==> src/rtl/riscv_pkg.sv <==
`default_nettype none
// +------------------------------------------------------------------+
// | riscv_pkg                                                        |
// | Core-wide constants shared by fetch, decode and hazard logic.    |
// | Rev 1.0 - initial release                                        |
// +------------------------------------------------------------------+
package riscv_pkg;
   localparam int          XLEN       = 32;
   localparam logic [31:0] NOP_INST   = 32'h0000_0013;
   localparam logic [31:0] RESET_PC   = 32'h0000_0000;
   localparam int          IMEM_DEPTH = 256;
endpackage
`default_nettype wire

==> src/rtl/if_id_reg.sv <==
`default_nettype none
// +------------------------------------------------------------------+
// | if_id_reg                                                        |
// | IF/ID pipeline register with hold and bubble-insert controls.    |
// | Rev 1.0 - initial release                                        |
// +------------------------------------------------------------------+
module if_id_reg
   import riscv_pkg::*;
#(
   parameter logic [31:0] NOP_INST = riscv_pkg::NOP_INST
) (
   input  logic            clk,
   input  logic            rst,
   input  logic            hold,
   input  logic            flush,
   input  logic [XLEN-1:0] d_inst,
   input  logic [XLEN-1:0] d_pc,
   input  logic [XLEN-1:0] d_pc4,
   output logic            q_valid,
   output logic [XLEN-1:0] q_inst,
   output logic [XLEN-1:0] q_pc,
   output logic [XLEN-1:0] q_pc4
);

   logic            r_valid;
   logic [XLEN-1:0] r_inst;
   logic [XLEN-1:0] r_pc;
   logic [XLEN-1:0] r_pc4;

   // A bubble keeps the old pc/pc4 so only valid/inst toggle on a flush.
   always_ff @(posedge clk) begin
      if (rst) begin
         r_valid <= 1'b0;
         r_inst  <= NOP_INST;
         r_pc    <= '0;
         r_pc4   <= '0;
      end else if (flush) begin
         r_valid <= 1'b0;
         r_inst  <= NOP_INST;
      end else if (!hold) begin
         r_valid <= 1'b1;
         r_inst  <= d_inst;
         r_pc    <= d_pc;
         r_pc4   <= d_pc4;
      end
   end

   assign q_valid = r_valid;
   assign q_inst  = r_inst;
   assign q_pc    = r_pc;
   assign q_pc4   = r_pc4;

endmodule
`default_nettype wire

==> src/rtl/fetch_stage.sv <==
`default_nettype none
// +------------------------------------------------------------------+
// | fetch_stage                                                      |
// | PC register, next-PC selection, range/fault check, fetch count.  |
// | Rev 1.0 - initial release                                        |
// +------------------------------------------------------------------+
module fetch_stage
   import riscv_pkg::*;
#(
   parameter logic [31:0] RESET_PC   = riscv_pkg::RESET_PC,
   parameter int          IMEM_DEPTH = riscv_pkg::IMEM_DEPTH,
   parameter logic [31:0] NOP_INST   = riscv_pkg::NOP_INST
) (
   input  logic        clk,
   input  logic        rst,
   input  logic        stall,
   input  logic        redirect_valid,
   input  logic [31:0] redirect_target,
   input  logic [31:0] imem_inst,
   output logic [31:0] imem_addr,
   output logic        if_id_valid,
   output logic [31:0] if_id_inst,
   output logic [31:0] if_id_pc,
   output logic [31:0] if_id_pc4,
   output logic        fetch_fault,
   output logic [31:0] fetch_count
);

   localparam logic [31:0] c_depth = 32'(IMEM_DEPTH);

   logic [XLEN-1:0] r_pc;
   logic            r_fault;
   logic [31:0]     r_count;
   logic            w_in_range;
   logic [XLEN-1:0] w_pc4;
   logic            w_flush;

   assign w_pc4      = r_pc + 32'd4;
   assign w_in_range = ({2'b00, r_pc[31:2]} < c_depth) && (r_pc[1:0] == 2'b00);
   // An out-of-range PC parks here and emits bubbles until redirected.
   assign w_flush    = redirect_valid || (!stall && !w_in_range);
   assign imem_addr  = {2'b00, r_pc[31:2]};

   always_ff @(posedge clk) begin
      if (rst) begin
         r_pc    <= RESET_PC;
         r_fault <= 1'b0;
         r_count <= '0;
      end else if (redirect_valid) begin
         r_pc <= {redirect_target[31:2], 2'b00};
         if (redirect_target[1:0] != 2'b00) r_fault <= 1'b1;
      end else if (!stall) begin
         if (w_in_range) begin
            r_pc    <= w_pc4;
            r_count <= r_count + 32'd1;
         end else begin
            r_fault <= 1'b1;
         end
      end
   end

   if_id_reg #(
      .NOP_INST (NOP_INST)
   ) u_if_id (
      .clk     (clk),
      .rst     (rst),
      .hold    (stall),
      .flush   (w_flush),
      .d_inst  (imem_inst),
      .d_pc    (r_pc),
      .d_pc4   (w_pc4),
      .q_valid (if_id_valid),
      .q_inst  (if_id_inst),
      .q_pc    (if_id_pc),
      .q_pc4   (if_id_pc4)
   );

   assign fetch_fault = r_fault;
   assign fetch_count = r_count;

endmodule
`default_nettype wire
==> config.mk <==
export PLATFORM = sky130hd
export DESIGN_NAME = fetch_stage
export DESIGN_NICKNAME = d
export VERILOG_FILES = /design/src/rtl/riscv_pkg.sv /design/src/rtl/if_id_reg.sv /design/src/rtl/fetch_stage.sv
export SDC_FILE = /design/constraint.sdc
export NUM_CORES = 1
export LEC_CHECK = 0
export BUFFER_PORTS_ARGS = -buffer_cell sky130_fd_sc_hd__buf_4
export CORE_MARGIN = 10
export CORE_UTILIZATION = 30
export DETAILED_ROUTE_END_ITERATION = 10
export PLACE_DENSITY_LB_ADDON = 0.3
export SYNTH_ARGS = -nofsm -noshare
export SYNTH_HDL_FRONTEND = slang
export SYNTH_SLANG_ARGS = --single-unit
==> constraint.sdc <==
create_clock -name clk -period 2.6 [get_ports clk]
set_input_delay 0.26 -clock clk [delete_from_list [all_inputs] [get_ports clk]]
set_output_delay 0.26 -clock clk [all_outputs]
set_load 0.01 [all_outputs]
Yosys cells after proc, flatten, opt, wreduce, memory -nomap -nowiden
Cells that the tools add are included.
W data, S select, Z words.
{"block": "totals", "register_bits": 162, "input_bits": 68, "out_inout_bits": 162, "elab_cells": 39}
{"block": "op_classes", "addsub": 2, "order_cmp": 1, "n_eq_ne": 3, "mux": 7, "bitwise_logic": 3, "reduce_logical": 15}
{"cell": "$mux W32", "n": 3}
{"cell": "$add A32 B1 Y32 const B", "n": 1}
{"cell": "$add A32 B3 Y32 const B", "n": 1}
{"cell": "$lt A30 B9 Y1 const B", "n": 1}
{"cell": "$reduce_and A2 Y1", "n": 3}
{"cell": "$reduce_and A3 Y1", "n": 2}
{"cell": "$mux W1", "n": 4}
{"cell": "$ne A2 B1 Y1 const B", "n": 2}
{"cell": "$reduce_bool A2 Y1", "n": 2}
{"cell": "$reduce_or A2 Y1", "n": 2}
{"cell": "$not A1 Y1", "n": 3}
{"cell": "$logic_and A1 B1 Y1", "n": 2}
{"cell": "$logic_not A1 Y1", "n": 2}
{"cell": "$logic_not A2 Y1", "n": 1}
{"cell": "$ne A2 B2 Y1 const B", "n": 1}
{"cell": "$logic_or A1 B1 Y1", "n": 1}

Longest topological paths before layout
Gate-level depths: netlist (run 1).
{"block": "logic_depth", "depth_word": 7, "mapped_depth": 7, "mapped_depth_nobuf": 6}

Cells and area by module
A second synthesis (run 1) with hierarchy kept.
{"block": "unflattened", "hier_cells": 844, "hier_area_um2": 7547.2}
{"mod": "if_id_reg", "instances": 1, "cells_per_inst": 398, "area_each_um2": 3837.4, "seq_area_each_um2": 1941.9}
{"mod": "fetch_stage", "instances": 1, "cells_per_inst": 446, "area_each_um2": 3709.8, "seq_area_each_um2": 1261.2}

Worst setup path after synthesis (run 1)
Ideal clock, no wire load.
{"block": "synth_path", "path_type": "reg-to-reg", "startpoint": "register r_count[4], in the netlist fetch_count[4]", "endpoint": "register r_count[30], in the netlist fetch_count[30]", "setup_ns": 0.070, "arrival_time_ns": 2.147, "t_required_ns": 2.530, "slack_ns": 0.383, "stages_incl_launch_ff": 8, "n_path_buf": 2, "period_less_slack_ns": 2.217, "cell_sequence": "dfxtp_1 > and4_1 > buf_6 > nand4_4 > or4_1 > buf_2 > or4_1 > a21oi_1"}
{"block": "synth_via", "elab_chain_len": 1}
{"element": "from (decl)", "line_no": "fetch_stage.sv:33", "text": "logic [31:0] r_count;"}
{"element": "from (signal assigned)", "line_no": "fetch_stage.sv:55", "text": "r_count <= r_count + 32'd1;"}
{"element": "$add A32 B1 Y32", "line_no": "fetch_stage.sv:55"}
Every way passes these cells.
A chain may end at the register's enable or synchronous reset.

Worst setup path after layout (run 1)
{"block": "layout_path", "startpoint": "register r_pc[28]", "endpoint": "register r_count[25], in the netlist fetch_count[25]"}
{"block": "layout_via", "elab_chain_len": 3}
{"element": "from (decl)", "line_no": "fetch_stage.sv:31", "text": "logic [XLEN-1:0] r_pc;"}
{"element": "from (signal assigned)", "line_no": "fetch_stage.sv:50", "text": "r_pc <= {redirect_target[31:2], 2'b00};"}
{"element": "from (signal assigned)", "line_no": "fetch_stage.sv:54", "text": "r_pc <= w_pc4;"}
{"element": "$lt A30 B9 Y1", "line_no": "fetch_stage.sv:39", "text": "assign w_in_range = ({2'b00, r_pc[31:2]} < c_depth) && (r_pc[1:0] == 2'b00);"}
{"element": "$logic_and A1 B1 Y1", "line_no": "fetch_stage.sv:39"}
{"element": "$reduce_and A3 Y1 (no source line)"}
Every way passes these cells.

==> flow_summary.toml, run 1 <==
[timing]
worst_pin_slew_ns = 0.791
slew_viol_final = 0
hold_viol = 0
setup_viol = 0
finClkSkew_ns = 0.0134
finalSetupTns_ns = 0
slew_headroom_pct = 47.3
hold_slack_ns = 0.0637
setup_slack_ns = 0.188
clock.fmax_mhz = 415
fin_crit_sh_pct = 92.8
rsz0062_at_grt = "false"
fin_crit_ns = 2.41

[detailed_routing]
dr_total_vias = 4990
drtPass1Iterations = 6
drc = 0
drtAntennaViolNets = 0
drt_wl_total_um = 18200
detail_route.vias_per_cell = 4.48
drt_iter0_drc = 171
wire_per_inst_um = 16.4

[synth]
ys_seq_area_share_pct = 52.6
synth_edf_count = 0
synthArstFlopShare_pct = 0
yosysMostFrequentCell = "dfxtp_1"
synth_common_cells = "156 x dfxtp_1, 101 x nor2_1, 60 x mux2i_1"
yosys_warnings = 0
synth_area_per_cell_um2 = 9.76
synthTopCellsByArea = "dfxtp_1 53%, mux2i_1 10%, nor2_1 6.4%"
synth_top_area_share_pct = 52.6
syn_area_um2 = 5930
syn_inst = 608
yosys.area.top_type = "dfxtp_1"
yosysUniqueCellTypes = 43
ys.flop_type = "dfxtp_1"
synth_seq_cells = 156

[layout]
diodes = 0
fin_util_pct = 43.9
area_delta_synth_final_pct = 44.1
drive_gt1_share_pct = 33.9
nets = 906

[power]
swShare_pct = 24.6
seqPwrFrac_pct = 45.3
combPwrFrac_pct = 7.3
p_clk_share_pct = 47.4
p_int_w = 0.00412
power_density_nw_per_um2 = 639
leakage_nw = 3.74
switching_power_w = 0.00135
peakVddDrop_v = 0.000461

[floorplan]
die-area_um2 = 25800
num_rows = 51
fp.dieW_um = 161
core-area_um2 = 19500
die_height_um = 161
start_util_pct = 30.5
io_pins = 230

[clock_tree]
cts.sinks = 156
post_cts_buffers = 0
clock_path_buffers = 2
ctsHtreeMaxLevel = 4
clkLatencyLatePin_ns = 0.42
ctsRootBufferMaster = "clkbuf_16"
cts_made_buffers = 17
clk_pin_slew_ns = 0.07
cts_tree = "yes"
ctsHoldBuffers = 0
post_cts_resized = 0

[grt]
grt_overflow = 0
grt_pass1_vias = 4933
grt_max_degree = 44
grt_usage_pct = 13.7
grt_first_pass_wirelength_um = 28200
grt_antenna_before_repair = 0

[placed_design]
routabilityCongestion = 0.758
numPortBuffers = 223
dp_hpwl_um = 13900
pre_cts_slack_ns = 0.149

[critical_path]
cp_data_arrival_time_ns = 2.72
cp-start-kind = "register"
endpoint_kind = "register"
crit_fanout = 5
path_class = "register to register"
crit_required_ns = 2.91

[status]
status = "complete, no violations"

[min_path]
min_path_type = "primary input to register"

[flow_run]
drv_cap = 0
==> worst max-delay path, stage by stage, from the launching register on <==
cell and delay, ns:
dfxtp_1 0.32, nor4_1 0.40, nand4_1 0.33, or3_1 0.52
nor4_1 0.34, mux2_2 0.37
==> registers in the layout, summed over array words and instances (netlist names) <==
name             count
r_pc                30
u_if_id.q_pc4       30
u_if_id.q_inst      32
fetch_fault          1
u_if_id.q_pc        30
u_if_id.q_valid      1
fetch_count         32
==> cells by family after synthesis <==
family | count (synthesis) | share of synthesized area [%]
other cells | 1 | 0.0632
mux | 63 | 10.7
fa+ha+maj | 2 | 0.422
xor+xnor | 26 | 3.84
buf+inv | 46 | 3.46
compound gates | 55 | 6.14
simple gates | 259 | 22.8
flops | 156 | 52.6
==> layout make-up <==
cell class,instances,area (µm²)
Multi-Input combinational cell,411,2640
Clock buffer,18,439
Fill cell,1923,10900
Sequential cell,156,3120
Clock inverter,14,171
Timing Repair Buffer,242,1820
Inverter,8,30.0
Tap cell,265,332
==> layout by cell type, fill, tap and decap left out, types with 7 or more instances in the layout <==
master and count:
or4_1 12, nor4_1 18, mux2i_1 60, and4_1 7, inv_1 7, xor2_1 9
nand4_1 10, and2_1 46, nand2_1 17, clkbuf_16 17, buf_4 242, a211oi_1 16
nand3_1 16, xnor2_1 17, nor2_1 99, nor2b_1 7, dfxtp_1 156, a21oi_1 17
==> path summary, 6_finish.rpt <==
path | from | endpoint | slack (ns) | cells after the start
setup / recovery | r_pc[28]$_SDFFE_PP0P_ | fetch_count[25]$_SDFFE_PP0P_ | 0.19 | 5
hold / removal | imem_inst[31] | u_if_id.q_inst[31]$_SDFFE_PP0N_ | 0.06 | 3
setup reg to reg | r_pc[28]$_SDFFE_PP0P_ | fetch_count[25]$_SDFFE_PP0P_ | 0.19 | 5
hold reg to reg | u_if_id.q_pc4[29]$_SDFFE_PP0P_ | u_if_id.q_pc4[29]$_SDFFE_PP0P_ | 0.46 | 1
==> metrics by stage <==
stage	instance area (µm²)	cells	total power, W
final	8550	1114	0.00546
after global routing	8550	1114	0.00568
after CTS	8550	1114	0.00553
after detailed placement	7940	1082	0.00293
after global placement	7940	1082	0.00293
after floorplan	5950	613	0.00272
==> power by group through the flow <==
stage	Clock, W	Sequential (W)	Combinational (W)
finish	0.00259	0.00247	0.000399
global placement	0	0.00253	0.000405
global route	0.00276	0.00248	0.000439
CTS	0.00265	0.00247	0.000407
floorplan	0	0.00254	0.000176
detailed placement	0	0.00253	0.000406
==> per-layer routing <==
| metal | wire (µm) | GRT usage, % | share of wire [%] | vias up |
|---|---|---|---|---|
| met3 | 2210 | 8.28 | 12 | 7 |
| li1 | - | - | - | 2554 |
| met5 | 0 | 0 | 0 | - |
| met2 | 8310 | 21.3 | 46 | 160 |
| met1 | 7570 | 15.8 | 42 | 2269 |
| met4 | 131 | 3.42 | 0.72 | 0 |
No activity file was read; power rests on OpenSTA's default activity.
==> inputs of run 2 (changes only) <==
--- a/config.mk
+++ b/config.mk
@@ -6,6 +6,7 @@
 export NUM_CORES = 1
 export LEC_CHECK = 0
 export BUFFER_PORTS_ARGS = -buffer_cell sky130_fd_sc_hd__buf_4
+export CAP_MARGIN = 10
 export CORE_MARGIN = 10
 export CORE_UTILIZATION = 30
 export DETAILED_ROUTE_END_ITERATION = 10
==> constraint.sdc (replaced) <==
create_clock -name clk -period 2.25 [get_ports clk]
set_input_delay 0.225 -clock clk [delete_from_list [all_inputs] [get_ports clk]]
set_output_delay 0.225 -clock clk [all_outputs]
set_load 0.01 [all_outputs]
==> flow_summary.toml, run 2 (synthesis results as in run 1) <==
[layout]
fin_util_pct = 45.8
seq_area_um2 = 3120
area_delta_synth_final_pct = 50.2
fill_cells = 1927
diodes = 0
final_cell_mix = "278 x buf_4, 156 x dfxtp_1, 99 x nor2_1"
final_common_cell = "buf_4"
nets = 946
multi_input_area_um2 = 2680
drive_gt1_share_pct = 37.1

[grt]
grt_usage_pct = 14.7
grt_max_degree = 45
use_met1_pct = 16.7
grt_first_pass_wirelength_um = 30600
busiest_layer = "met2"
grt_overflow = 0
met2_usage_pct = 23.8
grt_antenna_before_repair = 0
grt_pass1_vias = 5539
grt_use_met3_pct = 7.77

[detailed_routing]
dr_total_vias = 5282
detail_route.vias_per_cell = 4.58
wire_per_inst_um = 16.5
drt_iter0_drc = 165
drt_wl_total_um = 19100
drc = 0
drtAntennaViolNets = 0
drtPass1Iterations = 4

[clock_tree]
clock_path_buffers = 2
cts.sinks = 156
ctsRootBufferMaster = "clkbuf_16"
cts_made_buffers = 17
clkLatencyLatePin_ns = 0.43
cts_tree = "yes"
ctsHtreeMaxLevel = 4
clk_pin_slew_ns = 0.07

[critical_path]
cp-start-kind = "register"
crit_fanout = 6
endpoint_kind = "register"
crit_required_ns = 2.61
cp_data_arrival_time_ns = 2.49
path_class = "register to register"

[flow_run]
drv_cap = 0

[timing]
setup_slack_ns = 0.115
setup_viol = 0
fin_crit_sh_pct = 94.9
hold_viol = 0
slew_viol_final = 0
clock.fmax_mhz = 468
worst_pin_slew_ns = 0.652
finClkSkew_ns = 0.0103
rsz0062_at_grt = "false"
slew_headroom_pct = 56.6
fin_crit_ns = 2.14

[floorplan]
start_util_pct = 30.5
die_height_um = 161
io_pins = 230
core-area_um2 = 19500
fp.dieW_um = 161
num_rows = 51
die-area_um2 = 25800

[status]
status = "complete, no violations"

[power]
leakage_nw = 3.96
power_density_nw_per_um2 = 707
peakVddDrop_v = 0.000506

[placed_design]
pre_cts_slack_ns = -0.169
routabilityCongestion = 0.771
dp_hpwl_um = 14700
numPortBuffers = 223

[min_path]
min_path_type = "primary input to register"
## run 2: through the flow
stage / setup TNS (ns) / instance area [µm²] / power (W) / hold slack [ns] / instances
finish: 0 / 8910 / 0.00631 / 0.0217 / 1154
global route: 0 / 8910 / 0.00657 / 0.0155 / 1154
CTS: 0 / 8880 / 0.00640 / 0.00230 / 1154
detailed placement: -1.07 / 8240 / 0.00341 / 0.442 / 1119
global placement: -0.617 / 8240 / 0.00341 / 0.433 / 1119
floorplan: 0 / 5950 / 0.00314 / 0.369 / 613
## run 2: report_power, final
part | switching [W] | leakage [nW] | total [W] | internal, W
Clock | 0.00133 | 0.293 | 0.00295 | 0.00162
Combinational | 0.000236 | 2.40 | 0.000496 | 0.000260
Sequential | 0.0000509 | 1.26 | 0.00286 | 0.00281
Total | 0.00161 | 3.96 | 0.00631 | 0.00469
## run 2: metal layers
metal / vias up / share of wire [%]
li1: 2639 / -
met1: 2453 / 41
met2: 176 / 47
met3: 14 / 11
met4: 0 / 0.88
met5: - / 0
## run 2: area by class of cell
cell class                      count  area share (%)
Timing Repair Buffer              282            24.1
Multi-Input combinational cell    411            30.1
Clock buffer                       18            4.93
Clock inverter                     14            1.81
Tap cell                          265            3.72
Sequential cell                   156            35.0
Inverter                            8           0.337
## run 2: critical path, stage by stage (launching register included)
cell and delay [ns]:
dfxtp_1 0.42, and4_1 0.28, nand2_1 0.08, or4_1 0.64
or4_1 0.51, a21oi_1 0.15
## run 2: what timing repair did
item / in CTS / in global routing
buffers inserted: 1 / 0
setup endpoints to repair: 12 / 4
endpoints found under the hold margin: 2 / 0
hold buffers: 2 / 0
pin swaps: 1 / 0
gates resized for setup: 3 / 4
## run 2: worst paths after layout
path                                      from  depth (start not counted)                              end  slack [ns]
hold / removal                   imem_inst[14]                          3  u_if_id.q_inst[14]$_SDFFE_PP0N_        0.02
setup / recovery  fetch_count[19]$_SDFFE_PP0P_                          5     fetch_count[30]$_SDFFE_PP0P_        0.11
hold reg to reg   u_if_id.q_valid$_SDFFE_PP0N_                          2     u_if_id.q_valid$_SDFFE_PP0N_        0.45
setup reg to reg  fetch_count[19]$_SDFFE_PP0P_                          5     fetch_count[30]$_SDFFE_PP0P_        0.11
==> inputs of run 3 (changes only) <==
--- a/config.mk
+++ b/config.mk
@@ -11,6 +11,8 @@
 export CORE_UTILIZATION = 30
 export DETAILED_ROUTE_END_ITERATION = 10
 export PLACE_DENSITY_LB_ADDON = 0.3
+export RECOVER_POWER = 25
 export SYNTH_ARGS = -nofsm -noshare
 export SYNTH_HDL_FRONTEND = slang
+export SYNTH_HIERARCHICAL = 1
 export SYNTH_SLANG_ARGS = --single-unit
==> flow_summary.toml, run 3 <==
[layout]
nets = 1151
final_cell_mix = "217 x buf_4, 156 x dfxtp_1, 98 x nor2_1"
final_cell_area_um2 = 10200
drive_gt1_share_pct = 28.1
final_common_cell = "buf_4"
area_delta_synth_final_pct = 35.5
stdcell_count = 1419

[grt]
grt_max_degree = 161
use_met1_pct = 19.2
grt_usage_pct = 15.5
grt_first_pass_wirelength_um = 38700
busiest_layer = "met2"
grt_pass1_vias = 6598
met2_usage_pct = 24.4
grt_use_met3_pct = 5.92
grt_antenna_before_repair = 2
grt_overflow = 0

[power]
p_int_w = 0.00492
combPwrFrac_pct = 11.4
seqPwrFrac_pct = 44.0
p_clk_share_pct = 44.6
power_density_nw_per_um2 = 657
leakage_nw = 4.04
switching_power_w = 0.00179
swShare_pct = 26.7
peakVddDrop_v = 0.000421

[critical_path]
crit_required_ns = 2.61
crit_family = "simple AND/OR/NAND/NOR gates"
path_buf_inv = 2
worst-r2r-cell-count = 8
worst_path_most_repeated_cell = "buf_4"
crit_fanout = 46
cp_slowest_cell = "or3b_1"
regToRegEndpoint = "u_if_id/q_pc4[17]$_SDFFE_PP0P_"
r2r_start = "r_pc[18]$_SDFFE_PP0P_"
r2r_slack_ns = 0.18
cp_data_arrival_time_ns = 2.43
cp-start-kind = "register"
crit_chain = "nor4_2 > buf_4 > nand2_1 > nor2_1 > o21ai_4 > buf_4 > or3b_1 > a21oi_1"
cpPeakStageDelay_ns = 0.40
endpoint_kind = "register"
path_class = "register to register"

[timing]
fin_crit_sh_pct = 92.2
slew_viol_final = 0
finClkSkew_ns = 0.0164
fin_crit_ns = 2.07
finalSetupTns_ns = 0
clock.fmax_mhz = 482
setup_viol = 0
hold_viol = 0
worst_pin_slew_ns = 0.911
slew_headroom_pct = 39.3
rsz0062_at_grt = "false"

[clock_tree]
clkLatencyLatePin_ns = 0.43
clk_pin_slew_ns = 0.07
cts_made_buffers = 17
cts.sinks = 160
ctsRootBufferMaster = "clkbuf_16"
cts_tree = "yes"
clock_path_buffers = 2
ctsHtreeMaxLevel = 4

[synth]
synthArstFlopShare_pct = 0
yosysMostFrequentCell = "dfxtp_1"
ys_seq_area_share_pct = 42.4
synth_top_area_share_pct = 42.4
yosys.area.top_type = "dfxtp_1"
yosys_warnings = 6
syn_area_um2 = 7550
synth_area_per_cell_um2 = 8.94
synth_common_cells = "160 x dfxtp_1, 98 x nor2_1, 69 x a21oi_1, 69 x o21ai_0"
syn_inst = 844
ys.flop_type = "dfxtp_1"
synth_seq_cells = 160
synth_edf_count = 0
synthTopCellsByArea = "dfxtp_1 42%, mux2i_1 7.2%, or3b_1 6.3%"
yosysUniqueCellTypes = 46

[floorplan]
die-area_um2 = 31900
fp.dieW_um = 179
die_height_um = 179
io_pins = 230
num_rows = 57
core-area_um2 = 24500
start_util_pct = 30.8

[placed_design]
routabilityCongestion = 0.818
placed_cells = 1382
placed_area_um2 = 9790
dp_hpwl_um = 18700
numPortBuffers = 227

[detailed_routing]
drt_wl_total_um = 25500
detail_route.vias_per_cell = 4.96
drtPass1Iterations = 5
drt_iter0_drc = 482
wire_per_inst_um = 18.0
dr_total_vias = 7040
drtAntennaViolNets = 0
drc = 0

[min_path]
min_path_cells = 3
min_path_type = "primary input to register"
min_delay_worst_endpoint = "u_if_id/q_inst[17]$_SDFFE_PP0N_"
hold_start = "imem_inst[17]"

[flow_run]
drv_cap = 0

[status]
status = "complete, no violations"
==> run 3: cell count changes in the layout (fill, tap and decap cells not counted), moves of 13 or more <==
cell      previous run  this run
mux2_2               3        29
nor4_1              14        27
clkbuf_1             0        59
a211oi_1            16         0
nor2b_1              7        26
buf_4              278       217
nand4_1             10        23
and2_1              46         6
o21ai_0              6        68
or3b_1               1        54
a21oi_1             17        69
==> run 3: metal layers <==
| metal | routed length, µm | up-vias |
|---|---|---|
| met5 | 0 | - |
| met4 | 466 | 0 |
| met3 | 2270 | 26 |
| met2 | 11500 | 227 |
| met1 | 11200 | 3304 |
| li1 | - | 3483 |
==> run 3: worst max path at each step <==
stage / start / to / slack (ns) / depth (start not counted)
6_report: r_pc[18]$_SDFFE_PP0P_ / u_if_id/q_pc4[17]$_SDFFE_PP0P_ / 0.18 / 8
3_5_place_dp: r_pc[10]$_SDFFE_PP0P_ / u_if_id/q_pc4[21]$_SDFFE_PP0P_ / 0.12 / 7
2_1_floorplan: r_pc[29]$_SDFFE_PP0P_ / u_if_id/q_pc[22]$_SDFFE_PP0P_ / 0.01 / 10
3_3_place_gp: r_pc[10]$_SDFFE_PP0P_ / u_if_id/q_pc4[21]$_SDFFE_PP0P_ / 0.16 / 7
5_1_grt: r_pc[18]$_SDFFE_PP0P_ / u_if_id/q_pc[20]$_SDFFE_PP0P_ / 0.009 / 8
4_1_cts: r_pc[10]$_SDFFE_PP0P_ / u_if_id/q_pc4[21]$_SDFFE_PP0P_ / 0.11 / 7
==> run 3: worst min-delay path: cells and delay by family <==
| family | cells | cell delay [ns] |
|---|---|---|
| buffers and inverters | 1 | 0.08 |
| muxes | 1 | 0.05 |
| and+or+nand+nor | 1 | 0.07 |
==> run 3: layout make-up <==
| type | count | area (µm²) |
|---|---|---|
| Clock inverter | 14 | 173 |
| Fill cell | 2498 | 14300 |
| Sequential cell | 160 | 3210 |
| Tap cell | 324 | 405 |
| Clock buffer | 17 | 425 |
| Inverter | 15 | 56.3 |
| Antenna cell | 2 | 5.00 |
| Multi-Input combinational cell | 602 | 3970 |
| Timing Repair Buffer | 285 | 1990 |
==> run 3: what timing repair did <==
action | CTS | global route
hold buffers | 3 | 0
buffers inserted | 0 | 1
setup endpoints to repair | 0 | 8
hold endpoints to repair | 3 | 0
resized for setup | 0 | 4
==> run 3: power by group through the flow <==
stage               clock, W  combinational (W)  sequential, W
global placement           0           0.000781        0.00302
floorplan                  0           0.000351        0.00306
finish               0.00299           0.000767        0.00295
CTS                  0.00309           0.000792        0.00295
global route         0.00322           0.000841        0.00296
detailed placement         0           0.000786        0.00302
==> run 3: cell families after synthesis <==
family | synth area share, %
AO/OA/AOI/OAI | 11.0
adder cells (fa/ha/maj) | 0.332
AND/OR/NAND/NOR | 25.9
buffers and inverters | 5.57
XOR/XNOR | 3.25
multiplexers | 11.5
other | 0.0497
flip-flops | 42.4
==> run 3: metrics by stage <==
step / util, % / worst slack (ns) / hold slack, ns / power, W
detailed placement: 39.9 / 0.119 / 0.443 / 0.00380
global route: 41.7 / 0.00854 / 0.00593 / 0.00703
finish: 41.7 / 0.176 / 0.0278 / 0.00671
floorplan: - / 0.0100 / 0.350 / 0.00342
global placement: 39.9 / 0.161 / 0.438 / 0.00380
CTS: 42.5 / 0.113 / 0.00325 / 0.00683
